===== src/rtl/lsu_pkg.sv =====
// Shared types and constants for the load/store unit: op and state enums,
// RV32 width codes and writeback exception codes.
package lsu_pkg;

    typedef enum logic [1:0] {
        LOAD  = 2'b01,
        STORE = 2'b10
    } lsu_op_e;

    localparam logic [2:0] F3_B  = 3'b000;
    localparam logic [2:0] F3_H  = 3'b001;
    localparam logic [2:0] F3_W  = 3'b010;
    localparam logic [2:0] F3_BU = 3'b100;
    localparam logic [2:0] F3_HU = 3'b101;

    localparam logic [1:0] EXC_NONE     = 2'b00;
    localparam logic [1:0] EXC_MISALIGN = 2'b01;
    localparam logic [1:0] EXC_ILLEGAL  = 2'b10;

    typedef enum logic {
        IDLE = 1'b0,
        BUSY = 1'b1
    } lsu_state_e;

endpackage


===== src/rtl/lsu_load_align.sv =====
// Picks the addressed byte/halfword out of a read word and sign- or
// zero-extends it according to the RV32 load width code.
module lsu_load_align
    import lsu_pkg::*;
(
    input  logic [31:0] rdata,
    input  logic [1:0]  addr,
    input  logic [2:0]  funct3,
    output logic [31:0] data
);

    logic [31:0] shifted;

    always_comb begin
        shifted = rdata >> {addr, 3'b000};
        data    = rdata;
        case (funct3)
            F3_B:    data = {{24{shifted[7]}}, shifted[7:0]};
            F3_H:    data = {{16{shifted[15]}}, shifted[15:0]};
            F3_BU:   data = {24'h000000, shifted[7:0]};
            F3_HU:   data = {16'h0000, shifted[15:0]};
            default: data = rdata;
        endcase
    end

endmodule


===== src/rtl/lsu.sv =====
// Single-outstanding load/store unit: decodes an execute-stage request, issues
// one word-aligned memory access and returns a one-cycle writeback pulse.
module lsu
    import lsu_pkg::*;
(
    input  logic        clk,
    input  logic        rst_n,
    input  logic        ex_valid,
    output logic        ex_ready,
    input  logic [1:0]  ex_op,
    input  logic [2:0]  ex_funct3,
    input  logic [31:0] ex_addr,
    input  logic [31:0] ex_wdata,
    input  logic [4:0]  ex_rd,
    output logic        mem_valid,
    output logic [31:0] mem_addr,
    output logic [31:0] mem_wdata,
    output logic [3:0]  mem_wstrb,
    input  logic        mem_ready,
    input  logic [31:0] mem_rdata,
    output logic        wb_valid,
    output logic        wb_we,
    output logic [4:0]  wb_rd,
    output logic [31:0] wb_data,
    output logic [1:0]  wb_exc
);

    lsu_state_e  state_q, state_d;
    logic        is_load_q, is_load_d;
    logic [2:0]  funct3_q, funct3_d;
    logic [1:0]  addr_lo_q, addr_lo_d;
    logic [4:0]  rd_q, rd_d;
    logic        mem_valid_q, mem_valid_d;
    logic [31:0] mem_addr_q, mem_addr_d;
    logic [31:0] mem_wdata_q, mem_wdata_d;
    logic [3:0]  mem_wstrb_q, mem_wstrb_d;
    logic        wb_valid_q, wb_valid_d;
    logic        wb_we_q, wb_we_d;
    logic [4:0]  wb_rd_q, wb_rd_d;
    logic [31:0] wb_data_q, wb_data_d;
    logic [1:0]  wb_exc_q, wb_exc_d;

    logic        is_load, is_store, illegal, misaligned;
    logic [3:0]  store_strb;
    logic [31:0] store_data, load_data;

    // Request decode; illegal always wins over misaligned when both apply.
    always_comb begin
        is_load    = (ex_op == LOAD);
        is_store   = (ex_op == STORE);
        illegal    = !(is_load || is_store) || (ex_funct3 == 3'b011) ||
                     (ex_funct3[2:1] == 2'b11) || (is_store && ex_funct3[2]);
        misaligned = ((ex_funct3 == F3_H || ex_funct3 == F3_HU) && ex_addr[0]) ||
                     ((ex_funct3 == F3_W) && (ex_addr[1:0] != 2'b00));
        store_strb = 4'b1111;
        store_data = ex_wdata;
        case (ex_funct3[1:0])
            2'b00: begin
                store_strb = 4'b0001 << ex_addr[1:0];
                store_data = {4{ex_wdata[7:0]}};
            end
            2'b01: begin
                store_strb = 4'b0011 << {ex_addr[1], 1'b0};
                store_data = {2{ex_wdata[15:0]}};
            end
            default: begin
                store_strb = 4'b1111;
                store_data = ex_wdata;
            end
        endcase
    end

    lsu_load_align u_load_align (
        .rdata  (mem_rdata),
        .addr   (addr_lo_q),
        .funct3 (funct3_q),
        .data   (load_data)
    );

    always_comb begin
        state_d     = state_q;
        is_load_d   = is_load_q;
        funct3_d    = funct3_q;
        addr_lo_d   = addr_lo_q;
        rd_d        = rd_q;
        mem_valid_d = mem_valid_q;
        mem_addr_d  = mem_addr_q;
        mem_wdata_d = mem_wdata_q;
        mem_wstrb_d = mem_wstrb_q;
        wb_valid_d  = 1'b0;
        wb_we_d     = 1'b0;
        wb_rd_d     = wb_rd_q;
        wb_data_d   = wb_data_q;
        wb_exc_d    = wb_exc_q;
        case (state_q)
            IDLE: begin
                if (ex_valid) begin
                    if (illegal || misaligned) begin
                        wb_valid_d = 1'b1;
                        wb_rd_d    = ex_rd;
                        wb_data_d  = ex_addr;
                        wb_exc_d   = illegal ? EXC_ILLEGAL : EXC_MISALIGN;
                    end else begin
                        state_d     = BUSY;
                        is_load_d   = is_load;
                        funct3_d    = ex_funct3;
                        addr_lo_d   = ex_addr[1:0];
                        rd_d        = ex_rd;
                        mem_valid_d = 1'b1;
                        mem_addr_d  = {ex_addr[31:2], 2'b00};
                        mem_wdata_d = store_data;
                        mem_wstrb_d = is_store ? store_strb : 4'b0000;
                    end
                end
            end
            BUSY: begin
                if (mem_ready) begin
                    state_d     = IDLE;
                    mem_valid_d = 1'b0;
                    wb_valid_d  = 1'b1;
                    wb_we_d     = is_load_q;
                    wb_rd_d     = rd_q;
                    wb_data_d   = is_load_q ? load_data : 32'h0;
                    wb_exc_d    = EXC_NONE;
                end
            end
            default: state_d = IDLE;
        endcase
    end

    // Reset mid-transaction drops the memory request and any pending writeback.
    always_ff @(posedge clk or negedge rst_n) begin
        if (!rst_n) begin
            state_q     <= IDLE;
            is_load_q   <= 1'b0;
            funct3_q    <= 3'b000;
            addr_lo_q   <= 2'b00;
            rd_q        <= 5'd0;
            mem_valid_q <= 1'b0;
            mem_addr_q  <= 32'h0;
            mem_wdata_q <= 32'h0;
            mem_wstrb_q <= 4'b0000;
            wb_valid_q  <= 1'b0;
            wb_we_q     <= 1'b0;
            wb_rd_q     <= 5'd0;
            wb_data_q   <= 32'h0;
            wb_exc_q    <= EXC_NONE;
        end else begin
            state_q     <= state_d;
            is_load_q   <= is_load_d;
            funct3_q    <= funct3_d;
            addr_lo_q   <= addr_lo_d;
            rd_q        <= rd_d;
            mem_valid_q <= mem_valid_d;
            mem_addr_q  <= mem_addr_d;
            mem_wdata_q <= mem_wdata_d;
            mem_wstrb_q <= mem_wstrb_d;
            wb_valid_q  <= wb_valid_d;
            wb_we_q     <= wb_we_d;
            wb_rd_q     <= wb_rd_d;
            wb_data_q   <= wb_data_d;
            wb_exc_q    <= wb_exc_d;
        end
    end

    assign ex_ready  = (state_q == IDLE);
    assign mem_valid = mem_valid_q;
    assign mem_addr  = mem_addr_q;
    assign mem_wdata = mem_wdata_q;
    assign mem_wstrb = mem_wstrb_q;
    assign wb_valid  = wb_valid_q;
    assign wb_we     = wb_we_q;
    assign wb_rd     = wb_rd_q;
    assign wb_data   = wb_data_q;
    assign wb_exc    = wb_exc_q;

endmodule


===== config.mk =====
export PLATFORM = sky130hd
export DESIGN_NAME = lsu
export DESIGN_NICKNAME = d
export VERILOG_FILES = /design/src/rtl/lsu_pkg.sv /design/src/rtl/lsu_load_align.sv /design/src/rtl/lsu.sv
export SDC_FILE = /design/constraint.sdc
export NUM_CORES = 1
export LEC_CHECK = 0
export ABC_AREA = 0
export BUFFER_PORTS_ARGS = -buffer_cell sky130_fd_sc_hd__buf_2
export CORE_MARGIN = 5
export CORE_UTILIZATION = 43
export DETAILED_ROUTE_END_ITERATION = 8
export GPL_ROUTABILITY_DRIVEN = 0
export MAX_ROUTING_LAYER = met4
export PLACE_DENSITY = 0.78
export SLEW_MARGIN = 30
export SYNTH_ARGS = -nofsm -noshare
export SYNTH_HDL_FRONTEND = slang
export SYNTH_SLANG_ARGS = --single-unit

===== constraint.sdc =====
create_clock -name clk -period 5.4 [get_ports clk]
set_clock_uncertainty 0.2 [all_clocks]
set_input_delay 1.08 -clock clk [delete_from_list [all_inputs] [get_ports clk]]
set_output_delay 1.08 -clock clk [all_outputs]
set_load 0.01 [all_outputs]

==> flow_summary.ini <==
[clock_tree]
clock_path_buffers = 2
post_cts.repair.setup_buffers = 0
cts_max_level = 4
cts_tree = done
clk_pin_slew_ns = 0.05
hold_buffers = 0
cts_buffers = 17
insertion_delay_ns = 0.41
cts_sinks = 120
ctsResizeCount = 0
cts-root-buf = clkbuf_16

[floorplan]
die_w_um = 125
dieArea_mm2 = 0.0157
coreArea_mm2 = 0.0131
io_pins = 221
start_util_pct = 43.7
rows = 42
chipHeight_um = 125

[pwr]
powerDensity_mw_per_mm2 = 467
ir_drop_v = 0.000251
power.total_uw = 3490
pwr-share-clk_pct = 32.5
swShare_pct = 32.5
switchingPower_uw = 1130
p_leak_uw = 0.00365
p_comb_share_pct = 28.5
internal_power_uw = 2360
seq_power_share_pct = 38.9

[cells_and_area]
drive_gt1_share_pct = 36.8
final_cell_mix = 217 x buf_2, 120 x dfrtp_1, 43 x mux2_1
syn_to_final_growth_pct = 30.4
layout_commonest_cell = buf_2
n_antenna_cell = 0
final_nets = 831
fin_util_pct = 56.9

[critical_path]
crit_path_end_kind = flip-flop
worst_setup_path_start_kind = input port
critical_path_arrival_ns = 3.54
critPathMaxStageDelay_ns = 0.56
critical_path_required_ns = 5.49
crit_fanout = 38
cp_slowest_cell = inv_2
crit_chain = buf_2 > a21oi_1 > o21bai_1 > o311a_1 > buf_4 > nor2_2 > inv_2 > mux2_1
crit_family = buffers and inverters
critPathBufInv = 3
path_class = in2reg

[routing]
wl_um = 17500
vias = 5091
drt_iter0_markers = 406
wire_per_inst_um = 19.2
route.detailed.drc = 0
drt_pass1_iterations = 7
vias_per_cell = 5.61
ant_nets = 0

[yosys]
syn-cell-area_mm2 = 0.00574
netlist_instances = 520
synth_cell_types = 45
synth_ff_type = dfrtp_1
async_flop_share_pct = 100
yosys_warnings = 0
synth_seq_cells = 120
yosysSeqAreaShare_pct = 52.4
avgSynthCellArea_um2 = 11.0
synth_edf_count = 0

[sta]
rsz0062_at_grt = false
setup_viol = 0
period_share_pct = 64.0
slew_headroom_pct = 49.5
tightest_slew_ns = 0.758
fin_hold_ws_ns = 0.277
tns_ns = 0
fin_ws_ns = 1.94
hold_viol_final = 0
min_period_ns = 3.46
fmax_mhz = 289
slew_violations = 0

[run_status]
status = completed

[global_routing]
grt_pass1_vias = 5288
grt_max_degree = 83
grt_pass1_wl_um = 28000
grt_use_total_pct = 23.1
grt_remaining_overflow = 0
antenna_found_initial = 0

[place]
dp_slack_ns = 1.55
place_hpwl_um = 13200
port_buffers = 218

[worst_hold_path]
holdCritPathClass = reg2reg

[run]
drv_cap = 0
[synthesized netlist by cell type (7+ instances only)]
master     count  area (um2)
o221ai_1       7        61.3
nand2_1       37         139
mux2_4         7         105
a22oi_1       18         135
nor3_1        30         150
buf_2         11        55.1
nor2_1        27         101
a21oi_1       22         110
mux2_1        43         484
mux2i_1       40         400
o21ai_0       36         180
clkbuf_1      23        86.3
dfrtp_1      120        3000
inv_1         13        48.8
nand2b_1       9        56.3
a31oi_1       18         113
a222oi_1       7        70.1
a2bb2oi_1      7        61.3
[sequential cells by signal, indices dropped and copies added (netlist names)]
register,flops
mem_addr,30
wb_rd,5
wb_we,1
rd_q,5
state_q,1
addr_lo_q,2
funct3_q,3
mem_valid,1
wb_valid,1
wb_exc,2
mem_wdata,32
wb_data,32
is_load_q,1
mem_wstrb,4
[worst reg2reg max path, cell delays in order, from the launching register on]
cell and delay, ns:
dfrtp_1 0.63, inv_1 0.28, buf_4 0.36, o311a_1 0.25
buf_4 0.33, nor2_2 0.08, inv_2 0.56, mux2_1 0.39
[layout make-up]
cell class                      instances  area (um2)
Clock buffer                           18         439
Fill cell                            1138        5660
Inverter                               14        52.6
Clock inverter                         13         154
Sequential cell                       120        3000
Timing Repair Buffer                  224        1140
Multi-Input combinational cell        342        2470
Tap cell                              176         220
[per-layer routing]
| layer | GRT usage, % | wire length [um] | vias to the layer above |
|---|---|---|---|
| li1 | - | - | 2304 |
| met1 | 28.3 | 7260 | 2493 |
| met5 | - | 0 | - |
| met4 | 8.67 | 404 | 0 |
| met3 | 6.99 | 1520 | 34 |
| met2 | 36.2 | 8270 | 260 |
[through the flow]
stage / instances / cell area, um2
2_1_floorplan: 521 / 5740
3_3_place_gp: 876 / 6870
3_5_place_dp: 876 / 6880
4_1_cts: 907 / 7470
5_1_grt: 907 / 7480
6_report: 907 / 7480
[worst paths after layout]
| kind | start | end | slack, ns | depth (start not counted) |
|---|---|---|---|---|
| worst max-delay path | ex_funct3[1] | wb_data[0] | 1.94 | 8 |
| worst min-delay path | mem_addr[4] | mem_addr[4] | 0.28 | 2 |
| worst max register to register | state_q | wb_data[0] | 2.19 | 7 |
| worst min register to register | mem_addr[4] | mem_addr[4] | 0.28 | 2 |
| max in group asynchronous | rst_n | mem_wdata[11] | 3.48 | 2 |
| min in group asynchronous | rst_n | mem_addr[20] | 0.53 | 1 |
[power by group through the flow]
stage,registers (uW),clock network [uW],logic (uW)
CTS,1360,1160,1010
global placement,1360,0,977
floorplan,1450,0,471
global route,1400,1200,1090
finish,1360,1140,997
detailed placement,1370,0,1010
[kinds of logic after synthesis]
family | count (synthesis) | synth area share [%]
multiplexers | 93 | 18.0
other | 1 | 0.0654
AND/OR/NAND/NOR | 113 | 9.01
adder cells (fa/ha/maj) | 2 | 0.436
AO/OA/AOI/OAI | 132 | 15.2
flip-flops | 120 | 52.4
buffers and inverters | 59 | 4.89
(Power assumes the default switching activity.)
